**src/rtl/spi_pkg.sv**
```systemverilog
// Shared defaults and state encoding for the SPI mode-3 slave receiver.
package spi_pkg;

  localparam int DATA_W_DEF      = 8;
  localparam int CNT_W_DEF       = 8;
  localparam int SYNC_STAGES_DEF = 2;

  typedef enum logic {
    IDLE   = 1'b0,
    ACTIVE = 1'b1
  } spi_state_e;

endpackage

```
**src/rtl/spi_slave_if.sv**
```systemverilog
// SPI pins plus receive-side outputs; master drives the pins, slave drives the results.
// The miso wire exists only when SPI_MISO_EN is defined.
interface spi_slave_if
  import spi_pkg::*;
#(
  parameter int DATA_W = DATA_W_DEF,
  parameter int CNT_W  = CNT_W_DEF
);

  logic              sclk;
  logic              cs;
  logic              mosi;
  logic [DATA_W-1:0] rx_data;
  logic              rx_valid;
  logic              rx_busy;
  logic [CNT_W-1:0]  byte_cnt;
`ifdef SPI_MISO_EN
  logic              miso;
`endif

  modport slave (
    input  sclk, cs, mosi,
`ifdef SPI_MISO_EN
    output miso,
`endif
    output rx_data, rx_valid, rx_busy, byte_cnt
  );

  modport master (
    output sclk, cs, mosi,
`ifdef SPI_MISO_EN
    input  miso,
`endif
    input  rx_data, rx_valid, rx_busy, byte_cnt
  );

endinterface

```
**src/rtl/spi_sync_edge.sv**
```systemverilog
// Multi-stage synchronizer for one asynchronous pin with a history flop
// producing single-cycle rise/fall pulses aligned to the synchronized value.
module spi_sync_edge #(
  parameter int   STAGES  = 2,
  parameter logic RST_VAL = 1'b0
) (
  input  logic clk_i,
  input  logic rst_n,
  input  logic pin_i,
  output logic sync_o,
  output logic rise_o,
  output logic fall_o
);

  logic [STAGES-1:0] chain_q;
  logic              hist_q;

  always_ff @(posedge clk_i or negedge rst_n) begin
    if (!rst_n) begin
      chain_q <= {STAGES{RST_VAL}};
      hist_q  <= RST_VAL;
    end else begin
      chain_q <= {chain_q[STAGES-2:0], pin_i};
      hist_q  <= chain_q[STAGES-1];
    end
  end

  assign sync_o = chain_q[STAGES-1];
  assign rise_o = !hist_q &&  chain_q[STAGES-1];
  assign fall_o =  hist_q && !chain_q[STAGES-1];

endmodule

```
**src/rtl/spi_slave_top.sv**
```systemverilog
// SPI mode-3 (CPOL=1, CPHA=1) MSB-first slave receiver, oversampled in clk50m.
// Optional SPI_MISO_EN adds a transmitter echoing the previous word on miso.
module spi_slave_top
  import spi_pkg::*;
#(
  parameter int DATA_W      = DATA_W_DEF,
  parameter int SYNC_STAGES = SYNC_STAGES_DEF,
  parameter int CNT_W       = CNT_W_DEF
) (
  input logic        clk50m,
  input logic        rst_n,
  spi_slave_if.slave bus
);

  localparam int BIT_W = $clog2(DATA_W);
  localparam logic [BIT_W-1:0] LAST_BIT = BIT_W'(DATA_W - 1);

  logic sclk_rise, cs_sync, cs_rise, cs_fall;
`ifdef SPI_MISO_EN
  logic sclk_fall;
`else
  logic sclk_fall_unused;
`endif
  logic sclk_sync_unused;
  logic [SYNC_STAGES-1:0] mosi_q;
  logic                   mosi_sync;

  spi_state_e        state_q;
  logic [DATA_W-1:0] shift_q;
  logic [BIT_W-1:0]  bit_cnt_q;
  logic [DATA_W-1:0] rx_data_q;
  logic              rx_valid_q;
  logic [CNT_W-1:0]  byte_cnt_q;
  logic [DATA_W-1:0] word_d;
  logic              word_done;

  spi_sync_edge #(.STAGES(SYNC_STAGES), .RST_VAL(1'b1)) u_sync_sclk (
    .clk_i  (clk50m),
    .rst_n  (rst_n),
    .pin_i  (bus.sclk),
    .sync_o (sclk_sync_unused),
    .rise_o (sclk_rise),
`ifdef SPI_MISO_EN
    .fall_o (sclk_fall)
`else
    .fall_o (sclk_fall_unused)
`endif
  );

  spi_sync_edge #(.STAGES(SYNC_STAGES), .RST_VAL(1'b1)) u_sync_cs (
    .clk_i  (clk50m),
    .rst_n  (rst_n),
    .pin_i  (bus.cs),
    .sync_o (cs_sync),
    .rise_o (cs_rise),
    .fall_o (cs_fall)
  );

  // mosi only needs its synchronized level; no edge history.
  always_ff @(posedge clk50m or negedge rst_n) begin
    if (!rst_n) mosi_q <= '0;
    else        mosi_q <= {mosi_q[SYNC_STAGES-2:0], bus.mosi};
  end
  assign mosi_sync = mosi_q[SYNC_STAGES-1];

  assign word_d    = {shift_q[DATA_W-2:0], mosi_sync};
  assign word_done = (state_q == ACTIVE) && sclk_rise && (bit_cnt_q == LAST_BIT);

  always_ff @(posedge clk50m or negedge rst_n) begin
    if (!rst_n) begin
      state_q    <= IDLE;
      shift_q    <= '0;
      bit_cnt_q  <= '0;
      rx_data_q  <= '0;
      rx_valid_q <= 1'b0;
      byte_cnt_q <= '0;
    end else begin
      rx_valid_q <= 1'b0;
      case (state_q)
        IDLE: begin
          if (cs_fall) begin
            state_q    <= ACTIVE;
            shift_q    <= '0;
            bit_cnt_q  <= '0;
            byte_cnt_q <= '0;
          end
        end
        ACTIVE: begin
          if (sclk_rise) begin
            shift_q <= word_d;
            if (bit_cnt_q == LAST_BIT) begin
              rx_data_q  <= word_d;
              rx_valid_q <= 1'b1;
              bit_cnt_q  <= '0;
              byte_cnt_q <= byte_cnt_q + CNT_W'(1);
            end else begin
              bit_cnt_q <= bit_cnt_q + BIT_W'(1);
            end
          end
          // A word finishing in the same cycle as cs rising is still strobed above.
          if (cs_rise) state_q <= IDLE;
        end
        default: state_q <= IDLE;
      endcase
    end
  end

  assign bus.rx_data  = rx_data_q;
  assign bus.rx_valid = rx_valid_q;
  assign bus.rx_busy  = ~cs_sync;
  assign bus.byte_cnt = byte_cnt_q;

`ifdef SPI_MISO_EN
  logic [DATA_W-1:0] tx_q;
  logic              miso_q;

  // Falling sclk presents the next bit so the master sees it on the rising edge.
  always_ff @(posedge clk50m or negedge rst_n) begin
    if (!rst_n) begin
      tx_q   <= '0;
      miso_q <= 1'b0;
    end else if (state_q == IDLE) begin
      if (cs_fall) tx_q <= rx_data_q;
    end else if (word_done) begin
      tx_q <= word_d;
    end else if (sclk_fall) begin
      miso_q <= tx_q[DATA_W-1];
      tx_q   <= {tx_q[DATA_W-2:0], 1'b0};
    end
  end

  assign bus.miso = miso_q;
`endif

endmodule

```
**src/flat_wrapper.sv**
```systemverilog
// flat-port wrapper written by rule: the top's interface ports become plain ports
module spi_slave_top_flat import spi_pkg::*;
#(
  parameter int DATA_W      = DATA_W_DEF,
  parameter int SYNC_STAGES = SYNC_STAGES_DEF,
  parameter int CNT_W       = CNT_W_DEF
)
  (clk50m, rst_n, bus_sclk, bus_cs, bus_mosi, bus_rx_data, bus_rx_valid, bus_rx_busy, bus_byte_cnt);
  spi_slave_if #(.DATA_W(DATA_W), .CNT_W(CNT_W)) bus_i ();
  input logic clk50m;
  input logic rst_n;
  input wire logic [$bits(bus_i.sclk)-1:0] bus_sclk;
  input wire logic [$bits(bus_i.cs)-1:0] bus_cs;
  input wire logic [$bits(bus_i.mosi)-1:0] bus_mosi;
  output wire logic [$bits(bus_i.rx_data)-1:0] bus_rx_data;
  output wire logic [$bits(bus_i.rx_valid)-1:0] bus_rx_valid;
  output wire logic [$bits(bus_i.rx_busy)-1:0] bus_rx_busy;
  output wire logic [$bits(bus_i.byte_cnt)-1:0] bus_byte_cnt;
  assign bus_i.sclk = bus_sclk;
  assign bus_i.cs = bus_cs;
  assign bus_i.mosi = bus_mosi;
  assign bus_rx_data = bus_i.rx_data;
  assign bus_rx_valid = bus_i.rx_valid;
  assign bus_rx_busy = bus_i.rx_busy;
  assign bus_byte_cnt = bus_i.byte_cnt;
  spi_slave_top #(.DATA_W(DATA_W), .SYNC_STAGES(SYNC_STAGES), .CNT_W(CNT_W)) u_core (.clk50m(clk50m), .rst_n(rst_n), .bus(bus_i));
endmodule
```
**config.mk**
```make
export PLATFORM = sky130hd
export DESIGN_NAME = spi_slave_top_flat
export DESIGN_NICKNAME = d
export VERILOG_FILES = /design/src/rtl/spi_pkg.sv /design/src/rtl/spi_slave_if.sv /design/src/rtl/spi_sync_edge.sv /design/src/rtl/spi_slave_top.sv /design/src/flat_wrapper.sv
export SDC_FILE = /design/constraint.sdc
export NUM_CORES = 1
export LEC_CHECK = 0
export CAP_MARGIN = 10
export CORE_MARGIN = 5
export CORE_UTILIZATION = 46
export DETAILED_ROUTE_END_ITERATION = 12
export PLACE_DENSITY = 0.77
export SKIP_LAST_GASP = 1
export SLEW_MARGIN = 20
export SYNTH_ARGS = -nofsm -noshare
export SYNTH_HDL_FRONTEND = slang
export SYNTH_SLANG_ARGS = --single-unit
export TNS_END_PERCENT = 20
```
**constraint.sdc**
```tcl
create_clock -name clk50m -period 1.48 [get_ports clk50m]
set_input_delay 0.296 -clock clk50m [delete_from_list [all_inputs] [get_ports clk50m]]
set_output_delay 0.296 -clock clk50m [all_outputs]
set_load 0.005 [all_outputs]
```
==> results.json <==
{
  "cp_slowest_cell": "dfrtp_1",
  "path_class": "register to register",
  "cts_buffer_depth": 2,
  "grt_pass1_wl_mm": 4.97,
  "grt_pass1_vias": 1104,
  "clk-insertion-delay-late_ps": 340,
  "fin_skew_ps": 4.21,
  "syn_to_final_growth_pct": 36.6,
  "cts_tree": "built",
  "cp-start-kind": "register",
  "ys_ff_latch": 36,
  "routed_via_density": 5.58,
  "hold_ws_ps": 318,
  "status": "finished, violations left",
  "clock-sinks": 36,
  "post-dp-hpwl_mm": 1.84,
  "fin_crit_ps": 1550,
  "swShare": 0.243,
  "antenna_found_initial": 0,
  "yosysTopAreaCell": "dfrtp_1",
  "max_slew.worst_pin.slew_ps": 434,
  "fp.dieH_um": 65.1,
  "pwr-share-seq": 0.603,
  "path_cells": "ha_2 > ha_4 > nand4b_4 > buf_6 > o31ai_1 > a21oi_2",
  "cts_root_buffer": "clkbuf_4",
  "portBuffers": 22,
  "powerDensity_mw_per_mm2": 940,
  "synth_cell_types": 25,
  "yosysWarnings": 0,
  "max_slew_margin": 0.710,
  "gr-total-overflow": 0,
  "place_area_mm2": 0.00173,
  "gp_congestion": 0.823,
  "die-area_mm2": 0.00424,
  "synthesis.area_mm2": 0.00140,
  "synth_nets": 109,
  "fin_area_mm2": 0.00191,
  "cts_hold_buf": 0,
  "n_antenna_cell": 0,
  "cap_violations": 0,
  "core_area_mm2": 0.00298,
  "synth.most_common_cell": "dfrtp_1",
  "setup_viol": 20,
  "rows": 20,
  "grt_max_degree": 37,
  "final_hold_viol_count": 0,
  "wirelength_mm": 2.85,
  "grt_usage": 0.157,
  "start_util": 0.469,
  "critPathTopFamily": "compound AO/OA/AOI/OAI gates",
  "die_w_um": 65.1,
  "ir_worst_vdd_mv": 0.793,
  "cts_buffers": 5,
  "n_fill_cell": 237,
  "vias": 1005,
  "failed_checks": "setup timing",
  "seq_area_frac_synth": 0.650,
  "drtIter0Drc": 35,
  "async_reset_ff_frac": 1.00,
  "final_nets": 154,
  "syn_avg_cell_area_um2": 13.8,
  "switchingPower_uw": 437,
  "syn_inst": 101,
  "power.share.clock": 0.308,
  "leakage_uw": 0.000943,
  "ioPinCount": 23,
  "firstDrtPassIters": 4,
  "timing.setup.tns_ps": -551,
  "fin_ws_ps": -70.2,
  "synth-main-ff-cell": "dfrtp_1",
  "drt-wirelength-per-cell_um": 15.9,
  "drive_above_1_share": 0.381,
  "path_buf_inv": 1,
  "clock.fmax_mhz": 645,
  "h-tree-depth": 2,
  "cp_data_arrival_time_ps": 1780,
  "finalCritPeriodShare": 1.05,
  "synthTopCellsByArea": "dfrtp_1 54%, dfstp_2 11%, mux2_2 6.4%",
  "slowest_delay_ps": 370,
  "rsz0062_at_grt": "true",
  "synth_edf_count": 0,
  "slew_violations": 0,
  "seqCellArea_um2": 911,
  "antenna_left": 0,
  "clk_pin_slew_worst_paths_ps": 110,
  "cp-end-kind": "register",
  "crit_fanout": 9,
  "pwr-share-comb": 0.089,
  "yosys-top-cells-count": "30 x dfrtp_1, 9 x a22o_1, 8 x mux2_2, 8 x nand3_1, 6 x dfstp_2",
  "required_ps": 1710,
  "post-route-drc-count": 0,
  "multiInputGateArea_um2": 503,
  "synth_top_cell_area_share": 0.537,
  "internal-power_uw": 1360,
  "min-delay-path-class": "input pin to asynchronous set/reset pin"
}
## sequential cells by signal, indices dropped and copies added, names as in the netlist
register,cells
u_core.u_sync_sclk.chain_q,2
u_core.mosi_q,2
u_core.u_sync_cs.hist_q,1
u_core.bus.rx_valid,1
u_core.u_sync_cs.chain_q,2
u_core.shift_q,7
u_core.state_q,1
u_core.bus.rx_data,8
u_core.bit_cnt_q,3
u_core.bus.byte_cnt,8
u_core.u_sync_sclk.hist_q,1
## cell families (layout without fill, tap and decap cells)
family,Yosys count,after routing,share of synthesized area
adder cells (fa/ha/maj),4,4,0.0340
AO/OA/AOI/OAI,22,22,0.112
flip-flops,36,36,0.650
AND/OR/NAND/NOR,24,24,0.119
multiplexers,8,8,0.0645
buffers and inverters,7,53,0.0206
## per-layer routing
| metal | wire (um) | global-route usage |
|---|---|---|
| met1 | 1160 | 0.181 |
| met2 | 1470 | 0.259 |
| met3 | 172 | 0.0598 |
| met4 | 51 | 0.0725 |
| met5 | 0 | 0 |
## cells in the final DEF (no fill, tap or decap), drive strengths merged, types with 4 or more instances in the layout
cell type,n
a21oi,5
nand3,8
dfrtp,30
dlygate4sd2,5
mux2,8
clkbuf,6
buf,19
inv,4
dfstp,6
clkdlybuf4s50,15
o21ai,4
a22o,9
## path summary, 6_finish.rpt
check	cells past startpoint	start	slack (ps)	to
max	6	u_core.bit_cnt_q[0]	-70	u_core.bus.byte_cnt[7]
min	2	rst_n	320	u_core.state_q
max reg2reg	6	u_core.bit_cnt_q[0]	-70	u_core.bus.byte_cnt[7]
min reg2reg	0	u_core.mosi_q[0]	360	u_core.mosi_q[1]
max in group asynchronous	2	rst_n	910	u_core.u_sync_sclk.chain_q[0]
min in group clk50m	1	bus_sclk	350	u_core.u_sync_sclk.chain_q[0]
## power groups by stage
stage | logic (uW) | registers, uW | clock network (uW)
floorplan | 75.1 | 1090 | 0
global placement | 140 | 1100 | 0
detailed placement | 145 | 1100 | 0
CTS | 149 | 1080 | 568
global route | 185 | 1090 | 619
finish | 159 | 1080 | 554
## area by class of cell
type                    count  area share
multi-input cells          58       0.263
clock inverters             2     0.00524
repair buffers             41       0.198
clock buffers               6      0.0269
well taps                  33      0.0216
inverters                   4     0.00786
flip-flops and latches     36       0.477
## what timing repair did
item	4_1_cts	5_1_grt
endpoints found under the setup margin	31	40
setup buffers	8	4
resized for setup	10	7
pin swaps	2	3
## through the flow
stage          setup WS (ps)  utilization  cells  total power, uW
3_5_place_dp           -92.1        0.579    160             1250
6_report               -70.2        0.641    180             1790
4_1_cts                -84.3        0.623    176             1800
2_1_floorplan          0.388            -    101             1170
5_1_grt                 -135        0.641    180             1900
3_3_place_gp           -8.75        0.579    160             1240
No activity file was read; power rests on OpenSTA's default activity.
